<file path="src/rtl/prio_arbiter_pkg.sv">
// Shared types and helpers for the N-input priority arbiter.
// Imported by the scan sub-module and the top level.
package prio_arbiter_pkg;

    typedef enum logic [0:0] {
        ST_IDLE  = 1'b0,
        ST_GRANT = 1'b1
    } state_e;

    localparam logic MODE_FIXED = 1'b0;
    localparam logic MODE_RR    = 1'b1;

    localparam int MAX_N = 64;

    function automatic logic [MAX_N-1:0] onehot(input int unsigned idx,
                                                input int unsigned n);
        return (idx < n) ? (MAX_N'(1) << idx) : '0;
    endfunction

endpackage

</file>
<file path="src/rtl/prio_pick.sv">
// Combinational downward scan with modulo-N wrap.
// Fixed mode always starts at N-1; round-robin starts at start_i.
module prio_pick
    import prio_arbiter_pkg::*;
#(
    parameter int N     = 8,
    parameter int IDX_W = $clog2(N)
) (
    input  logic [N-1:0]     vec_i,
    input  logic [IDX_W-1:0] start_i,
    input  logic             mode_i,
    output logic [IDX_W-1:0] idx_o,
    output logic             found_o
);

    localparam logic [IDX_W-1:0] LAST = IDX_W'(N - 1);
    localparam logic [IDX_W-1:0] ONE  = IDX_W'(1);

    logic [IDX_W-1:0] pos;

    always_comb begin
        idx_o   = '0;
        found_o = 1'b0;
        pos     = (mode_i == MODE_RR) ? start_i : LAST;
        for (int k = 0; k < N; k++) begin
            if (!found_o && vec_i[pos]) begin
                found_o = 1'b1;
                idx_o   = pos;
            end
            // Wrap from 0 lands on N-1, never on 2^IDX_W-1.
            pos = (pos == '0) ? LAST : pos - ONE;
        end
    end

endmodule

</file>
<file path="src/rtl/prio_arbiter.sv">
// Registered N-input priority arbiter with fixed/round-robin mode.
// A winner is latched and held until the consumer signals done.
module prio_arbiter
    import prio_arbiter_pkg::*;
#(
    parameter int N     = 8,
    parameter int IDX_W = $clog2(N)
) (
    input  logic             clk,
    input  logic             rst,
    input  logic [N-1:0]     req,
    input  logic [N-1:0]     req_mask,
    input  logic             rr_mode,
    input  logic             done,
    output logic [IDX_W-1:0] idx,
    output logic [N-1:0]     grant,
    output logic             valid
);

    localparam logic [IDX_W-1:0] LAST = IDX_W'(N - 1);
    localparam logic [IDX_W-1:0] ONE  = IDX_W'(1);

    state_e           state_q, state_d;
    logic [IDX_W-1:0] idx_q, idx_d;
    logic [IDX_W-1:0] last_q, last_d;
    logic [N-1:0]     grant_q, grant_d;
    logic             valid_q, valid_d;

    logic [N-1:0]     eff;
    logic [IDX_W-1:0] start;
    logic [IDX_W-1:0] win_idx;
    logic             win_found;

    assign eff   = req & req_mask;
    // Previous winner gets the lowest priority in round-robin.
    assign start = (last_q == '0) ? LAST : last_q - ONE;

    prio_pick #(
        .N     (N),
        .IDX_W (IDX_W)
    ) u_pick (
        .vec_i   (eff),
        .start_i (start),
        .mode_i  (rr_mode),
        .idx_o   (win_idx),
        .found_o (win_found)
    );

    always_comb begin
        state_d = state_q;
        idx_d   = idx_q;
        last_d  = last_q;
        grant_d = grant_q;
        valid_d = valid_q;
        unique case (state_q)
            ST_IDLE: begin
                if (win_found) begin
                    idx_d   = win_idx;
                    grant_d = N'(onehot(32'(win_idx), N));
                    valid_d = 1'b1;
                    state_d = ST_GRANT;
                end
            end
            ST_GRANT: begin
                if (done) begin
                    last_d  = idx_q;
                    grant_d = '0;
                    valid_d = 1'b0;
                    state_d = ST_IDLE;
                end
            end
            default: state_d = ST_IDLE;
        endcase
    end

    always_ff @(posedge clk or posedge rst) begin
        if (rst) begin
            state_q <= ST_IDLE;
            idx_q   <= '0;
            last_q  <= '0;
            grant_q <= '0;
            valid_q <= 1'b0;
        end else begin
            state_q <= state_d;
            idx_q   <= idx_d;
            last_q  <= last_d;
            grant_q <= grant_d;
            valid_q <= valid_d;
        end
    end

    assign idx   = idx_q;
    assign grant = grant_q;
    assign valid = valid_q;

endmodule
</file>
<file path="config.mk">
export PLATFORM = sky130hd
export DESIGN_NAME = prio_arbiter
export DESIGN_NICKNAME = d
export VERILOG_FILES = /design/src/rtl/prio_arbiter_pkg.sv /design/src/rtl/prio_pick.sv /design/src/rtl/prio_arbiter.sv
export SDC_FILE = /design/constraint.sdc
export NUM_CORES = 1
export LEC_CHECK = 0
export ABC_AREA = 1
export CORE_ASPECT_RATIO = 1.2
export CORE_MARGIN = 1
export CORE_UTILIZATION = 55
export DETAILED_ROUTE_END_ITERATION = 8
export PLACE_DENSITY = 0.8
export SLEW_MARGIN = 20
export SYNTH_ARGS = -nofsm -noshare
export SYNTH_HDL_FRONTEND = slang
export SYNTH_SLANG_ARGS = --single-unit
</file>
<file path="constraint.sdc">
create_clock -name clk -period 3.4 [get_ports clk]
set_input_delay 0.51 -clock clk [delete_from_list [all_inputs] [get_ports clk]]
set_output_delay 0.51 -clock clk [all_outputs]
set_load 0.05 [all_outputs]
</file>
# [Yosys cells after proc, flatten, opt, wreduce, memory -nomap -nowiden]
# Cells that the tools add are included.
[classes] shifts=1 n_mux=50 bitwise_logic=2 n_reduce_logical=25 n_lt_le_gt_ge=8 n_addsub=8 eq_ne=2
[op_table] cell="3-bit 2-to-1 mux" n=17
[op_table] cell="3-bit by 4-bit < comparator with 1-bit output (second input constant)" n=8
[op_table] cell="1-bit binary-select mux with 3-bit select" n=8
[op_table] cell="3-bit zero test" n=8
[op_table] cell="3-bit by 1-bit subtractor with 3-bit output (second input constant)" n=8
[op_table] cell="1-bit 2-to-1 mux" n=20
[op_table] cell="8-bit 2-to-1 mux" n=2
[op_table] cell="8-bit one-hot mux with 2 select lines" n=1
[op_table] cell="8-bit AND" n=1
[op_table] cell="1-bit by 3-bit left shift with 8-bit output (first input constant)" n=1
[op_table] cell="1-bit logical AND" n=7
[op_table] cell="1-bit zero test" n=7
[op_table] cell="2-bit AND reduction" n=3
[op_table] cell="1-bit one-hot mux with 2 select lines" n=2
[op_table] cell="2-bit by 1-bit != test with 1-bit output (second input constant)" n=1
[op_table] cell="2-bit != test (second input constant)" n=1
[op_table] cell="1-bit inverter" n=1
[totals] out_inout_bits=12 register_bits=16 in_bits=20

# [Logic depth before layout (Yosys ltp)]
# Gate-level depths: netlist (run 1).
[depth] ltp_word=30 ltp_mapped=28

# [Cells and area by module]
# From an unflattened synthesis (run 1), not the netlist that was laid out.
[hier_totals] cells_unflattened=274 area_unflattened_um2=1675.4
[modules_own_cells] mod="prio_pick" cells_per_inst=178 area_per_inst_um2=899.6 instances=1
[modules_own_cells] mod="prio_arbiter" cells_per_inst=96 area_per_inst_um2=775.7 instances=1

# [Least setup slack after synthesis (run 1)]
# Ideal clock, no wire load.
[synth_path] path_type="register to register" from="reg last_q[0]" to="reg grant_q[5] (netlist: grant[5])" setup_ps=66 t_required_ps=3334 t_arrival_ps=3062 path_stages_with_launch=25 setup_slack_ps=272 cell_sequence="dfrtp_1 > inv_1 > ha_1 > ha_1 > inv_1 > nand3_1 > buf_2 > ha_1 > buf_2 > clkinv_1 > o21ai_2 > nand2_1 > nand2_1 > inv_2 > nor2_8 > nand2_4 > nor2_4 > nand3_1 > nand2_1 > inv_2 > nand2_2 > nand2_2 > inv_2 > nand2_1 > nand2_1"
[synth_between] elab_chain_len=30
[synth_lines] item="from (decl)" line="prio_arbiter.sv:25" text="logic [IDX_W-1:0] last_q, last_d;"
[synth_lines] item="from (signal assigned)" line="prio_arbiter.sv:86" text="last_q <= last_d;"
[synth_lines] item="3-bit by 1-bit subtractor with 3-bit output / 3-bit zero test (equally long branches)" line="prio_arbiter.sv:36" text="assign start = (last_q == '0) ? LAST : last_q - ONE;"
[synth_lines] item="3-bit 2-to-1 mux *" line="prio_arbiter.sv:36"
[synth_lines] item="3-bit 2-to-1 mux *" line="prio_pick.sv:24" text="pos = (mode_i == MODE_RR) ? start_i : LAST;"
[synth_lines] item="branches (longest 27 deep; another with 3-bit by 1-bit subtractor with 3-bit output)"
[synth_lines] item="to (signal assigned)" line="prio_arbiter.sv:87" text="grant_q <= grant_d;"
[synth_lines] item="to (decl)" line="prio_arbiter.sv:26" text="logic [N-1:0] grant_q, grant_d;"
# Every way passes the cells marked *. The select of a mux whose other input is x is not followed.
# A chain may end at the register's enable or synchronous reset.

# [Worst setup path in the final report (run 1)]
[layout_path] from="in rr_mode" to="reg grant_q[2] (netlist: grant[2])"
[layout_between] elab_chain_len=28
[layout_lines] item="from (decl)" line="prio_arbiter.sv:13" text="input logic rr_mode,"
[layout_lines] item="3-bit 2-to-1 mux *" line="prio_pick.sv:24"
[layout_lines] item="branches (longest 27 deep; another with 3-bit by 1-bit subtractor with 3-bit output)"
# Marks and branches as above.

==> reports/results.txt, run 1 <==
status -> finished, final reports clean
count of state elements after synthesis -> 16
Worst Hold Slack -> 0.478 ns
post-synth cell types -> 24
Die ar. -> 4060 um^2
Final Non-Filler Cells -> 466
Die W -> 58.4 um
Final Hold Viols -> 0
CTS tree -> yes
Hold Crit Class -> reg -> reg
clock sink total -> 16
Syn Nets -> 363
Max Freq -> 307 MHz
max incr delay on CP -> 0.60 ns
Final period util -> 95.8%
antenna viol nets, final -> 0
most common cell in the synthesized netlist -> nand2_1
Avg Vias per Cell -> 5.66
H-tree levels -> 1
Setup-failing EPs final -> 0
critical path class -> in -> reg
Post-Place Cells -> 450
via count -> 2636
worst slew pin tran -> 0.573 ns
Clk Latency, worst-skew pair -> 0.24 ns
Cell Area, Synth -> 2100 um^2
Period minus WS final -> 3.26 ns
required time worst endpoint -> 3.58 ns
I/O pin count -> 32
Synth Warn # -> 0
Starting Density -> 57.7%
CP arrival -> 3.44 ns
GRT Util Overall -> 30.5%
post-route setup TNS -> 0 ns
cell mode on critical path -> nand2_4
crit start category -> primary input
asr flop ratio synth -> 100%
Post-synth top cells -> nand2_1 (122), nand3_1 (53), inv_1 (29)
DRC errors left -> 0
initial DRC count -> 196
Slowest cell on crit path -> clkdlybuf4s50_1
die height -> 69.6 um
Port-buffer cells -> 31
layout cell share with drive strength beyond 1 -> 36.5%
Layout area overhead -> 50.2%
Mapped Cells -> 333
initial antenna violation count -> 0
crit-path max FO -> 6
average cell area after synthesis -> 6.30 um^2
cell count of the worst hold path -> 2
gpl congestion -> 0.983
DPL Wire Length -> 4850 um
first-pass GRT wire length -> 9840 um
Setup Skew -> 0.00124 ns
CTS Buf Count -> 3
largest buffer count on any clock path -> 2
Final nets -> 446
critical path endpoint category -> register
Fill cells -> 217
final wirelength -> 7040 um
Worst slew margin -> 61.7%
GRT overflow -> 0
critical path cell sequence -> clkdlybuf4s50_1 -> nand3_4 -> inv_4 -> buf_6 -> ha_4 -> nor2_4 -> buf_4 -> nand3_2 -> nand2_2 -> nand2_2 -> nand3_4 -> nand2_4 -> nand2_4 -> nand3_4 -> nand2_4 -> nand2_2 -> nand2_4 -> nor2_8 -> nand3_4 -> nand2_4 -> inv_2 -> nor2_2 -> nand2_1 -> nand2_1
number of diodes -> 0
Synth area leaders -> nand2_1 (22%), dfrtp_1 (19%), nand3_1 (13%)
max-cap viol count -> 0
DR WL/cell -> 15.1 um
CTS clk-pin slew, worst paths -> 0.06 ns
Post-synth EDFFs -> 0
Slew Limit Fails -> 0
post-synth top area cell -> nand2_1
vias in the first global route -> 2344
area fraction of the dominant cell type after synthesis -> 21.8%
dominant synthesized flop cell -> dfrtp_1
R2R cell count -> 26
clk root buf -> clkbuf_8
# hold bufs at CTS -> 0
1st-pass router iterations -> 6
register area share after synthesis -> 19.1%
largest net degree at the start of global routing -> 19
Row Count -> 24
core area -> 3630 um^2
## cell usage in the layout (no fill, tap or decap), types with 8 or more instances in the layout
master           count
nor2_1              13
o21ai_0              8
inv_1               25
inv_2               11
nand3_1             44
nand2_4             10
nand3_4             11
clkdlybuf4s50_1     31
buf_4               46
nand3_2             15
nand2_1            112
nand2_2             25
nor2_4               8
dfrtp_1             16
## final timing paths
path | startpoint | endpoint | slack [ns]
min in group asynchronous | rst | idx[1] | 0.65
max in group asynchronous | rst | grant[5] | 2.38
worst max-delay path | rr_mode | grant[2] | 0.14
worst max register to register | last_q[0] | grant[2] | 0.15
worst min register to register | grant[1] | grant[1] | 0.48
worst min-delay path | grant[1] | grant[1] | 0.48
## through the flow
stage	setup WS, ns	cell area, um^2	utilization [%]
after floorplan	0.272	2100	-
after global placement	-0.181	2730	75.0
after detailed placement	-0.278	2730	75.0
after CTS	0.0113	2780	76.6
after global routing	-0.0384	3150	86.7
final	0.141	3150	86.7
## state kept, by name (all words and copies together) (netlist names)
signal,flops
valid,1
idx,3
last_q,3
state_q,1
grant,8
## routing by layer
metal	GRT usage, %	wire, um	up-vias
met5	0	0	-
met4	13.0	344	0
met3	1.87	477	44
met2	56.2	3730	143
met1	34.9	2490	1211
li1	-	-	1238
## worst max-delay path: cells and delay by family
kind          cells  cell delay (ns)
simple gates     18             1.75
buf+inv           5             1.01
fa+ha+maj         1             0.15
## cells by family (layout without fill, tap and decap cells)
group / Yosys count / count (layout) / synth area share [%]
AO/OA/AOI/OAI: 17 / 17 / 4.77
adder cells (fa/ha/maj): 10 / 10 / 5.97
buffers and inverters: 43 / 123 / 8.53
flip-flops: 16 / 16 / 19.1
AND/OR/NAND/NOR: 247 / 248 / 61.6
## final cells by class
cell class | instances | area (um^2) | area share [%]
Timing Repair Buffer | 80 | 698 | 22.2
Multi-Input combinational cell | 275 | 1780 | 56.6
Clock buffer | 3 | 41.3 | 1.31
Inverter | 39 | 158 | 5.00
Sequential cell | 16 | 400 | 12.7
Timing Repair inverter | 1 | 5.00 | 0.159
Tap cell | 52 | 65.1 | 2.07
## timing repair
action,in CTS,in global routing
buffers inserted,0,11
gates resized for setup,6,61
setup endpoints to repair,11,13
pin swaps,1,19
cloned,0,2
Power of run 1 is not shown: default switching activity piles up to over one toggle a cycle in this logic, so the estimate is an artifact.
==> inputs of run 2 (changes only) <==
CTS_CLUSTER_DIAMETER = 80   (was not set)
==> results of run 2 <==
The final DEF is identical to that of run 1; final timing and power are the same.
Power of run 2 is left out for the same reason.
